File: src/rtl/booth_mul_seq.sv
// Operand sequencer and result capture around a 4x4 sequential radix-2 Booth core.
// Optional running accumulator of products is enabled by defining BOOTH_SEQ_MAC_EN.
module booth_mul_seq #(
  parameter int unsigned STEPS = 4,
  parameter int unsigned ACC_W = 12
) (
  input  logic             clk,
  input  logic             rst_n,
  input  logic             in_valid,
  output logic             in_ready,
  input  logic [3:0]       in_a,
  input  logic [3:0]       in_b,
  output logic             mul_load,
  output logic [3:0]       mul_a,
  output logic [3:0]       mul_b,
  input  logic [7:0]       mul_prod,
  output logic             out_valid,
  input  logic             out_ready,
  output logic [7:0]       out_prod,
  output logic             out_amin,
  input  logic             acc_clr,
  output logic [ACC_W-1:0] acc_out
);

  typedef enum logic [1:0] {
    IDLE = 2'd0,
    LOAD = 2'd1,
    RUN  = 2'd2,
    HOLD = 2'd3
  } state_t;

  localparam int unsigned CNT_W = (STEPS > 1) ? $clog2(STEPS) : 1;
  localparam logic [CNT_W-1:0] LAST_STEP = CNT_W'(STEPS - 1);

  state_t           state;
  state_t           state_nxt;
  logic [CNT_W-1:0] step_cnt;
  logic             cap_pend;
  logic             accept;
  logic             capture;
  logic             release_out;

  assign accept      = in_valid && in_ready;
  assign capture     = (state == HOLD) && cap_pend;
  assign release_out = (state == HOLD) && out_valid && out_ready;

  // in_ready is forced low during reset even though the state already reads IDLE.
  assign in_ready = rst_n && (state == IDLE);
  assign mul_load = (state != RUN);

  always_ff @(posedge clk or negedge rst_n) begin
    if (!rst_n) begin
      state <= IDLE;
    end else begin
      state <= state_nxt;
    end
  end

  always_comb begin
    state_nxt = state;
    case (state)
      IDLE: if (in_valid) state_nxt = LOAD;
      LOAD: state_nxt = RUN;
      RUN:  if (step_cnt == LAST_STEP) state_nxt = HOLD;
      HOLD: if (out_valid && out_ready) state_nxt = IDLE;
      default: state_nxt = IDLE;
    endcase
  end

  always_ff @(posedge clk or negedge rst_n) begin
    if (!rst_n) begin
      mul_a <= '0;
      mul_b <= '0;
    end else if (accept) begin
      mul_a <= in_a;
      mul_b <= in_b;
    end
  end

  always_ff @(posedge clk or negedge rst_n) begin
    if (!rst_n) begin
      step_cnt <= '0;
    end else if (state == LOAD) begin
      step_cnt <= '0;
    end else if (state == RUN) begin
      step_cnt <= step_cnt + CNT_W'(1);
    end
  end

  // The core's 4th step lands on the RUN->HOLD edge, so the product is sampled
  // one edge later, on the first edge spent in HOLD.
  always_ff @(posedge clk or negedge rst_n) begin
    if (!rst_n) begin
      cap_pend <= 1'b0;
    end else if ((state == RUN) && (step_cnt == LAST_STEP)) begin
      cap_pend <= 1'b1;
    end else if (state == HOLD) begin
      cap_pend <= 1'b0;
    end
  end

  always_ff @(posedge clk or negedge rst_n) begin
    if (!rst_n) begin
      out_valid <= 1'b0;
      out_prod  <= '0;
      out_amin  <= 1'b0;
    end else if (capture) begin
      out_valid <= 1'b1;
      out_prod  <= mul_prod;
      out_amin  <= (mul_a == 4'b1000);
    end else if (release_out) begin
      out_valid <= 1'b0;
    end
  end

`ifdef BOOTH_SEQ_MAC_EN
  always_ff @(posedge clk or negedge rst_n) begin
    if (!rst_n) begin
      acc_out <= '0;
    end else if (acc_clr) begin
      acc_out <= '0;
    end else if (capture) begin
      acc_out <= acc_out + ACC_W'($signed(mul_prod));
    end
  end
`else
  logic unused_acc_clr;
  assign unused_acc_clr = acc_clr;
  assign acc_out        = '0;
`endif

endmodule

File: config.mk
export PLATFORM = sky130hd
export DESIGN_NAME = booth_mul_seq
export DESIGN_NICKNAME = d
export VERILOG_FILES = /design/src/rtl/booth_mul_seq.sv
export SDC_FILE = /design/constraint.sdc
export NUM_CORES = 1
export LEC_CHECK = 0
export BUFFER_PORTS_ARGS = -buffer_cell sky130_fd_sc_hd__buf_2
export CORE_MARGIN = 10
export CORE_UTILIZATION = 48
export CTS_CLUSTER_SIZE = 30
export DETAILED_ROUTE_END_ITERATION = 12
export PLACE_DENSITY = 0.9
export SLEW_MARGIN = 20
export SYNTH_ARGS = -nofsm -noshare
export SYNTH_HDL_FRONTEND = slang
export SYNTH_SLANG_ARGS = --single-unit
File: constraint.sdc
create_clock -name clk -period 3.3 [get_ports clk]
set_input_delay 0.33 -clock clk [delete_from_list [all_inputs] [get_ports clk]]
set_output_delay 0.33 -clock clk [all_outputs]
set_load 0.02 [all_outputs]
==> results of run 1 <==
[where the power goes]
group          total, mW  switching, mW  internal [mW]
registers          0.501         0.0758          0.425
logic              0.621          0.353          0.268
clock network      0.124         0.0769         0.0471
[worst register-to-register path, delay by kind of cell, from the launching register on]
| kind | cells | cell delay, ns |
|---|---|---|
| AO/OA/AOI/OAI | 1 | 0.49 |
| flip-flops | 1 | 0.39 |
| multiplexers | 1 | 0.38 |
| adder cells (fa/ha/maj) | 1 | 0.23 |
| buffers and inverters | 1 | 0.09 |
[cells by family after synthesis]
family | Yosys count | synth area share
AND/OR/NAND/NOR | 12 | 0.0543
multiplexers | 19 | 0.201
flip-flops | 23 | 0.543
AO/OA/AOI/OAI | 4 | 0.0248
buffers and inverters | 20 | 0.115
other | 1 | 0.00354
adder cells (fa/ha/maj) | 5 | 0.0590
[what timing repair did]
item / 4_1_cts / 5_1_grt
hold endpoints to repair: 23 / 0
resized for setup: 0 / 0
hold buffers: 1 / 0
[how the worst max path moves through the flow]
stage / from / end / slack, ns / cells past startpoint
floorplan: state[0] / mul_a[0] / 1.74 / 5
global placement: rst_n / mul_b[2] / 1.65 / 4
finish: rst_n / in_ready / 1.30 / 4
detailed placement: rst_n / mul_b[3] / 1.59 / 4
global route: rst_n / in_ready / 1.15 / 4
CTS: rst_n / in_ready / 1.24 / 4
[synthesized netlist by cell type, drive strengths merged]
library cell  instances  area (sq um)
o22ai                 1          6.26
inv                   7          26.3
a222oi                1          10.0
ha                    5          62.6
mux2i                 1          10.0
buf                  13          95.1
mux2                 18           203
conb                  1          3.75
or4b                  1          10.0
nand3b                1          7.51
nor2                  2          7.51
and2                  1          6.26
dfrtp                23           576
nand2                 7          26.3
o21ai                 2          10.0
[cell type report]
type,count,area [sq um],share of cell area
multi-input combinational,52,404,0.318
clock buffer,4,26.3,0.0207
inverter,7,26.3,0.0207
tap,27,33.8,0.0266
timing repair buffer,40,205,0.161
sequential,23,576,0.453
[flip-flops by register name, indices dropped and copies added, names as in the netlist]
name / count
mul_a: 4
step_cnt: 2
cap_pend: 1
state: 2
mul_b: 4
out_valid: 1
out_prod: 8
out_amin: 1
[metrics by stage]
stage | instances | worst slack, ns
2_1_floorplan | 95 | 1.74
3_3_place_gp | 148 | 1.65
3_5_place_dp | 148 | 1.59
4_1_cts | 153 | 1.24
5_1_grt | 153 | 1.15
6_report | 153 | 1.30
[metal layers]
metal / global-route usage / vias up / share of wire / routed length, um
li1: - / 339 / - / -
met1: 0.0812 / 321 / 0.35 / 742
met2: 0.160 / 39 / 0.46 / 965
met3: 0.0652 / 4 / 0.19 / 392
met4: 0.0308 / 0 / 0.0080 / 17
met5: 0 / - / 0 / 0
==> impl_metrics.yaml, run 1 <==
outcome:
  outcome: "finished, final reports clean"
final_layout:
  area_growth_pct: 20.0
  drive_above_1_share: 0.476
  n_fill_cell: 166
  layout_commonest_cell: "buf_2"
  nets: 153
  final_cell_mix: "39 x buf_2, 23 x dfrtp_1, 17 x mux2_2"
  stdcell_area_sq_mm: 0.00127
  final_util: 0.629
  diodes: 0
setup_path:
  cp_common_cell: "buf_2"
  crit-reg2reg-capture: "state[1]"
  worstSetupPathType: "input port to output port"
  required_ns: 2.97
  cp_max_fo: 24
  reg2reg_slack_ns: 1.62
  startpoint_type: "input port"
  cp_top_family: "buffers and inverters"
  reg2reg_depth: 4
  crit_buf_inv: 3
  r2r-start: "state[0]"
  critPathMaxStageDelay_ns: 0.52
  path_cells: "dlygate4sd3_1, buf_2, and2_1, buf_2"
  cpMaxStageDelayCell: "dlygate4sd3_1"
  crit_arrival_ns: 1.67
  endpoint_kind: "output port"
clocking:
  cts.sinks: 23
  path_clk_slew_ns: 0.11
  tritoncts: "built"
  ctsHtreeMaxLevel: 1
  cts_max_path_buffers: 2
  clk_latency_ns: 0.30
  cts_root_buffer: "clkbuf_4"
  numCtsBuffers: 3
  cts_setup_buffers: 0
run:
  cap_violations: 0
global_route:
  grt_use_total: 0.0916
  grt_pass1_wl_um: 3220
  antenna_found_initial: 0
  grt_start_max_net_pins: 25
  grt_pass1_vias: 719
  grt_remaining_overflow: 0
synthesis:
  yosys_warnings: 0
  syn_area_sq_mm: 0.00106
  syn_area_per_cell_sq_um: 12.6
  syn-instance-count: 84
  synth_seq_cells: 23
  yosysSeqAreaShare: 0.543
  synth.distinct_cells: 17
sta:
  min_period_over_period: 0.605
  holdWs_ns: 0.253
  slew_viol_final: 0
  fin_crit_ns: 2.00
  clock.fmax_mhz: 501
  setup_viol: 0
  hold_viol_final: 0
  fin_setup_tns_ns: 0
  rsz0062_at_grt: "no"
  finalClockSkew_ns: 0.00134
power_and_ir_drop:
  p_leak_nw: 0.671
  power_density_mw_per_mm2: 981
  fin_total_pwr_mw: 1.25
  ir_drop_uv: 540
hold_path:
  hp-class: "input port to flip-flop"
  hp-start: "mul_prod[7]"
  hold_end: "out_prod[7]"
  whs_path_depth: 2
floorplanning:
  die_y_um: 67.0
  die_area_sq_mm: 0.00449
  start_util: 0.524
  row_count: 16
  die_w_um: 67.0
  io_pins: 53
  core_area_sq_mm: 0.00202
detailed_routing:
  via_per_inst: 4.59
  ant_nets: 0
  drcViolationCount: 0
  dr_total_vias: 703
  wirelength_um: 2120
  wl_per_cell_um: 13.8
  drtIter0Drc: 8
  drt_first_pass_iters: 4
placement:
  place_congestion: 0.768
  placed_area_sq_mm: 0.00123
  portBuffers: 39
  dp_hpwl_um: 1780
(Power assumes the default switching activity.)
==> inputs of run 2 (changes only) <==
CORE_UTILIZATION = 40   (was 48)
PLACE_DENSITY = 0.81   (was 0.9)
clock period = 1.6 ns   (was 3.3 ns; I/O delays follow)
==> run 2 against run 1 <==
  * The flow now finishes with violations (setup timing)
  * Sequential share of layout area down 2.1 points
  * Design area up 4.9%
  * Wire length up 14%
  * Clock skew up 0.0027 ns
  * Global-route usage up 0.41 points
  * Die area up 14%
  * Power up 120%
  * Non-clock buffer count up 5
  * Utilization down 9.5 points
  * Register-to-register slack worse by 1.6 ns
  * First-iteration DRC count up 38%
  * Flip-flop and latch count unchanged
  * Critical endpoint is now state[0]
  * Highest routed layer unchanged
==> impl_metrics.yaml, run 2 (synthesized netlist as in run 1, its figures left out) <==
final_layout:
  n_fill_cell: 235
  nets: 158
  largest_register_ffs: 8
  final_cell_mix: "39 x buf_2, 23 x dfrtp_1, 17 x mux2_2"
  top_regs: "out_prod (8), mul_a (4), mul_b (4)"
  layout_commonest_cell: "buf_2"
  drive_above_1_share: 0.542
  area_growth_pct: 25.9
  diodes: 0
  top_register: "out_prod"
setup_path:
  r2r-start: "state[0]"
  crit-reg2reg-capture: "state[0]"
  reg2reg_slack_ns: -0.01
  critPathMaxStageDelay_ns: 0.43
  endpoint_kind: "flip-flop"
  path_cells: "inv_2, ha_2, a222oi_1, buf_4, mux2i_2"
  reg2reg_depth: 5
  cp_max_fo: 3
  required_ns: 1.82
  crit_arrival_ns: 1.83
  worstSetupPathType: "flip-flop to flip-flop"
  cpMaxStageDelayCell: "a222oi_1"
  startpoint_type: "flip-flop"
hold_path:
  hp-start: "in_a[1]"
  hold_end: "mul_a[1]"
  whs_path_depth: 2
  hp-class: "input port to flip-flop"
detailed_routing:
  drtIter0Drc: 11
  wirelength_um: 2410
  wl_per_cell_um: 15.0
  drcViolationCount: 0
  dr_total_vias: 753
  routed.top_layer: "met4"
  wl_met1_um: 872
  drt_first_pass_iters: 4
  via_per_inst: 4.68
  met3WireLength_um: 399
  met2WireLength_um: 1110
  ant_nets: 0
power_and_ir_drop:
  p_int_mw: 1.64
  combPwrFrac: 0.530
  seqPwrFrac: 0.378
  ir_drop_uv: 1070
  power_density_mw_per_mm2: 2070
  switching_power_mw: 1.12
  swShare: 0.407
  fin_total_pwr_mw: 2.77
  p_leak_nw: 0.690
  clkPwrFrac: 0.092
placement:
  dpl_worst_slack_ns: -0.0152
  place_congestion: 0.679
  dp_hpwl_um: 1940
  portBuffers: 39
floorplanning:
  die_w_um: 71.5
  io_pins: 53
  die_area_sq_mm: 0.00511
  row_count: 18
  start_util: 0.424
  core_area_sq_mm: 0.00250
  die_y_um: 71.5
clocking:
  clk_latency_ns: 0.30
  numCtsBuffers: 3
  path_clk_slew_ns: 0.12
  ctsHtreeMaxLevel: 1
  cts_max_path_buffers: 2
  tritoncts: "built"
  cts.sinks: 23
  cts_root_buffer: "clkbuf_4"
outcome:
  violations: "setup timing"
  outcome: "finished, violations left"
sta:
  fin_setup_tns_ns: -0.0104
  finalClockSkew_ns: 0.00403
  setup_viol: 1
  slew_viol_final: 0
  finalWorstSetupSlack_ns: -0.0104
  min_period_over_period: 1.01
  clock.fmax_mhz: 621
  fin_crit_ns: 1.61
  hold_viol_final: 0
  rsz0062_at_grt: "yes"
global_route:
  antenna_found_initial: 0
  grt_remaining_overflow: 0
  grt_start_max_net_pins: 24
  grt_pass1_wl_um: 4040
  grt_use_total: 0.0958
  grt_pass1_vias: 889
run:
  cap_violations: 0
-- run 2: cell types whose count changed in the layout (fill, tap and decap cells not counted), sizes merged --
cell / change
buf: +5
-- run 2: worst max-delay path by stage --
| stage | start | to | cells past startpoint |
|---|---|---|---|
| detailed placement | state[0] | mul_b[0] | 5 |
| finish | state[0] | state[0] | 5 |
| CTS | state[0] | state[0] | 5 |
| global placement | state[0] | mul_b[2] | 5 |
| floorplan | state[0] | mul_a[0] | 5 |
| global route | state[0] | state[0] | 5 |
-- run 2: power groups by stage --
stage	combinational, mW	sequential [mW]	clock, mW
finish	1.47	1.05	0.254
global route	1.62	1.10	0.294
CTS	1.38	1.05	0.270
detailed placement	1.37	1.06	0
global placement	1.31	1.03	0
floorplan	0.631	1.32	0
-- run 2: metrics by stage --
stage          hold slack (ns)  cell area (sq um)  std cells  utilization
5_1_grt                 0.0623               1330        161        0.534
6_report                0.0852               1330        161        0.534
3_3_place_gp             0.166               1260        154        0.505
3_5_place_dp             0.176               1260        154        0.505
2_1_floorplan           -0.136               1100         95            -
4_1_cts                 0.0713               1300        159        0.521
-- run 2: critical path, delay by kind of cell, from the launching register on --
kind | cells | cell delay, ns
multiplexers | 1 | 0.21
AO/OA/AOI/OAI | 1 | 0.43
buffers and inverters | 2 | 0.29
flip-flops | 1 | 0.41
adder cells (fa/ha/maj) | 1 | 0.20
-- run 2: metal layers --
layer  GRT usage  vias to the layer above
li1            -                      349
met1      0.0967                      350
met2       0.150                       48
met3      0.0813                        6
met4      0.0172                        0
met5           0                        -
-- run 2: timing repair --
item                                    CTS  global route
gates resized for setup                   2             5
buffers inserted                          0             2
hold buffers                              1             0
hold endpoints to repair                 23             0
endpoints found under the setup margin   10             3
pin swaps                                 1             1
-- run 2: layout make-up --
| type | instances | area (sq um) | share of cell area |
|---|---|---|---|
| flip-flops and latches | 23 | 576 | 0.432 |
| clock buffers | 4 | 26.3 | 0.0197 |
| inverters | 7 | 26.3 | 0.0197 |
| well taps | 30 | 37.5 | 0.0281 |
| multi-input cells | 52 | 425 | 0.319 |
| repair buffers | 45 | 243 | 0.182 |
==> inputs of run 3 (changes only) <==
CORE_UTILIZATION = 44   (was 40)
PLACE_DENSITY = 0.84   (was 0.81)
clock period = 1.8 ns   (was 1.6 ns; I/O delays follow)
==> run 3 against run 2 <==
  * Hold slack gained 0.018 ns
  * The run now ends clean
  * Global-route usage shrank 0.57 points
  * Critical path depth unchanged
  * Largest power group unchanged
  * Critical endpoint is now state[1]
==> impl_metrics.yaml, run 3 (synthesized netlist as in run 1, its figures left out) <==
sta:
  fin_setup_tns_ns: 0
  hold_viol_final: 0
  rsz0062_at_grt: "no"
  finalClockSkew_ns: 0.00560
  min_period_over_period: 0.923
  clock.fmax_mhz: 602
  slew_viol_final: 0
  setup_viol: 0
  fin_crit_ns: 1.66
global_route:
  antenna_found_initial: 0
  grt_remaining_overflow: 0
  grt_use_total: 0.0901
  grt_start_max_net_pins: 24
  grt_pass1_vias: 799
  grt_pass1_wl_um: 3680
placement:
  place_congestion: 0.742
  dp_hpwl_um: 1850
  dp_cells: 150
  portBuffers: 39
detailed_routing:
  wirelength_um: 2200
  dr_total_vias: 723
  drtIter0Drc: 13
  ant_nets: 0
  drt_first_pass_iters: 4
  via_per_inst: 4.63
  drcViolationCount: 0
  wl_per_cell_um: 14.1
setup_path:
  startpoint_type: "flip-flop"
  worstSetupPathType: "flip-flop to flip-flop"
  crit_arrival_ns: 1.86
  cpMaxStageDelayCell: "dfrtp_1"
  path_cells: "inv_1, ha_1, a222oi_1, buf_4, mux2_1"
  cp_max_fo: 3
  required_ns: 1.99
  cp_top_family: "flip-flops"
  crit_buf_inv: 2
  endpoint_kind: "flip-flop"
  critPathMaxStageDelay_ns: 0.40
final_layout:
  drive_above_1_share: 0.492
  seqCellArea_sq_um: 576
  area_growth_pct: 21.6
  final_cells: 156
  layout_commonest_cell: "buf_2"
  final_util: 0.572
  multi_input_area_sq_um: 404
  top_regs: "out_prod (8), mul_a (4), mul_b (4)"
  largest_register_ffs: 8
  nets: 155
  top_register: "out_prod"
  n_fill_cell: 210
  diodes: 0
  final_cell_mix: "39 x buf_2, 23 x dfrtp_1, 17 x mux2_2"
floorplanning:
  row_count: 17
  die_y_um: 69.1
  die_w_um: 69.1
  io_pins: 53
  core_area_sq_mm: 0.00225
  start_util: 0.470
  die_area_sq_mm: 0.00477
clocking:
  tritoncts: "built"
  clk_latency_ns: 0.30
  ctsHtreeMaxLevel: 1
  path_clk_slew_ns: 0.12
  cts.sinks: 23
  numCtsBuffers: 3
  post_cts_resized: 0
  cts_root_buffer: "clkbuf_4"
  cts_max_path_buffers: 2
power_and_ir_drop:
  power_density_mw_per_mm2: 1810
  ir_drop_uv: 1010
  p_leak_nw: 0.684
  fin_total_pwr_mw: 2.33
hold_path:
  hp-class: "input port to flip-flop"
run:
  cap_violations: 0
outcome:
  outcome: "finished, final reports clean"
==> run 3: area by class of cell <==
| class | instances | area share |
|---|---|---|
| clock buffers | 3 | 0.0175 |
| clock inverters | 1 | 0.00388 |
| flip-flops and latches | 23 | 0.447 |
| repair buffers | 42 | 0.171 |
| well taps | 28 | 0.0272 |
| inverters | 7 | 0.0204 |
| multi-input cells | 52 | 0.314 |
==> run 3: worst reg2reg max path, delay by kind of cell (launching register included) <==
family | cells | cell delay, ns
AO/OA/AOI/OAI | 1 | 0.33
adder cells (fa/ha/maj) | 1 | 0.24
buffers and inverters | 2 | 0.27
flip-flops | 1 | 0.40
multiplexers | 1 | 0.31
==> run 3: report_power, final <==
part / total [mW] / leakage [nW] / internal [mW] / switching (mW)
Clock: 0.223 / 0.0177 / 0.0826 / 0.140
Combinational: 1.19 / 0.389 / 0.516 / 0.678
Sequential: 0.918 / 0.277 / 0.780 / 0.138
==> run 3: timing repair <==
item | CTS | global route
hold buffers | 1 | 0
endpoints found under the hold margin | 23 | 0
buffers inserted | 0 | 1
setup endpoints to repair | 0 | 1
==> run 3: path summary, 6_finish.rpt <==
check | startpoint | end | slack (ns) | cells after the start
worst max-delay path | state[0] | state[1] | 0.14 | 5
max in group asynchronous | rst_n | out_prod[6] | 1.18 | 3
worst min-delay path | mul_prod[7] | out_prod[7] | 0.10 | 2
worst max register to register | state[0] | state[1] | 0.14 | 5
min in group asynchronous | rst_n | mul_b[0] | 0.39 | 3
worst min register to register | out_amin | out_amin | 0.49 | 2
==> run 3: per-stage QoR <==
step | cell area, sq um | hold slack, ns | setup slack, ns
final | 1290 | 0.104 | 0.139
after global routing | 1290 | 0.0796 | 0.00865
after CTS | 1280 | 0.0873 | 0.0120
after detailed placement | 1240 | 0.183 | 0.0261
after global placement | 1240 | 0.183 | 0.223
after floorplan | 1100 | -0.116 | 0.244
==> run 3: layer usage <==
metal,share of wire,GRT usage,up-vias
met5,0,0,-
met4,0,0.0244,0
met3,0.13,0.0556,0
met2,0.50,0.149,34
met1,0.37,0.0927,344
li1,-,-,345
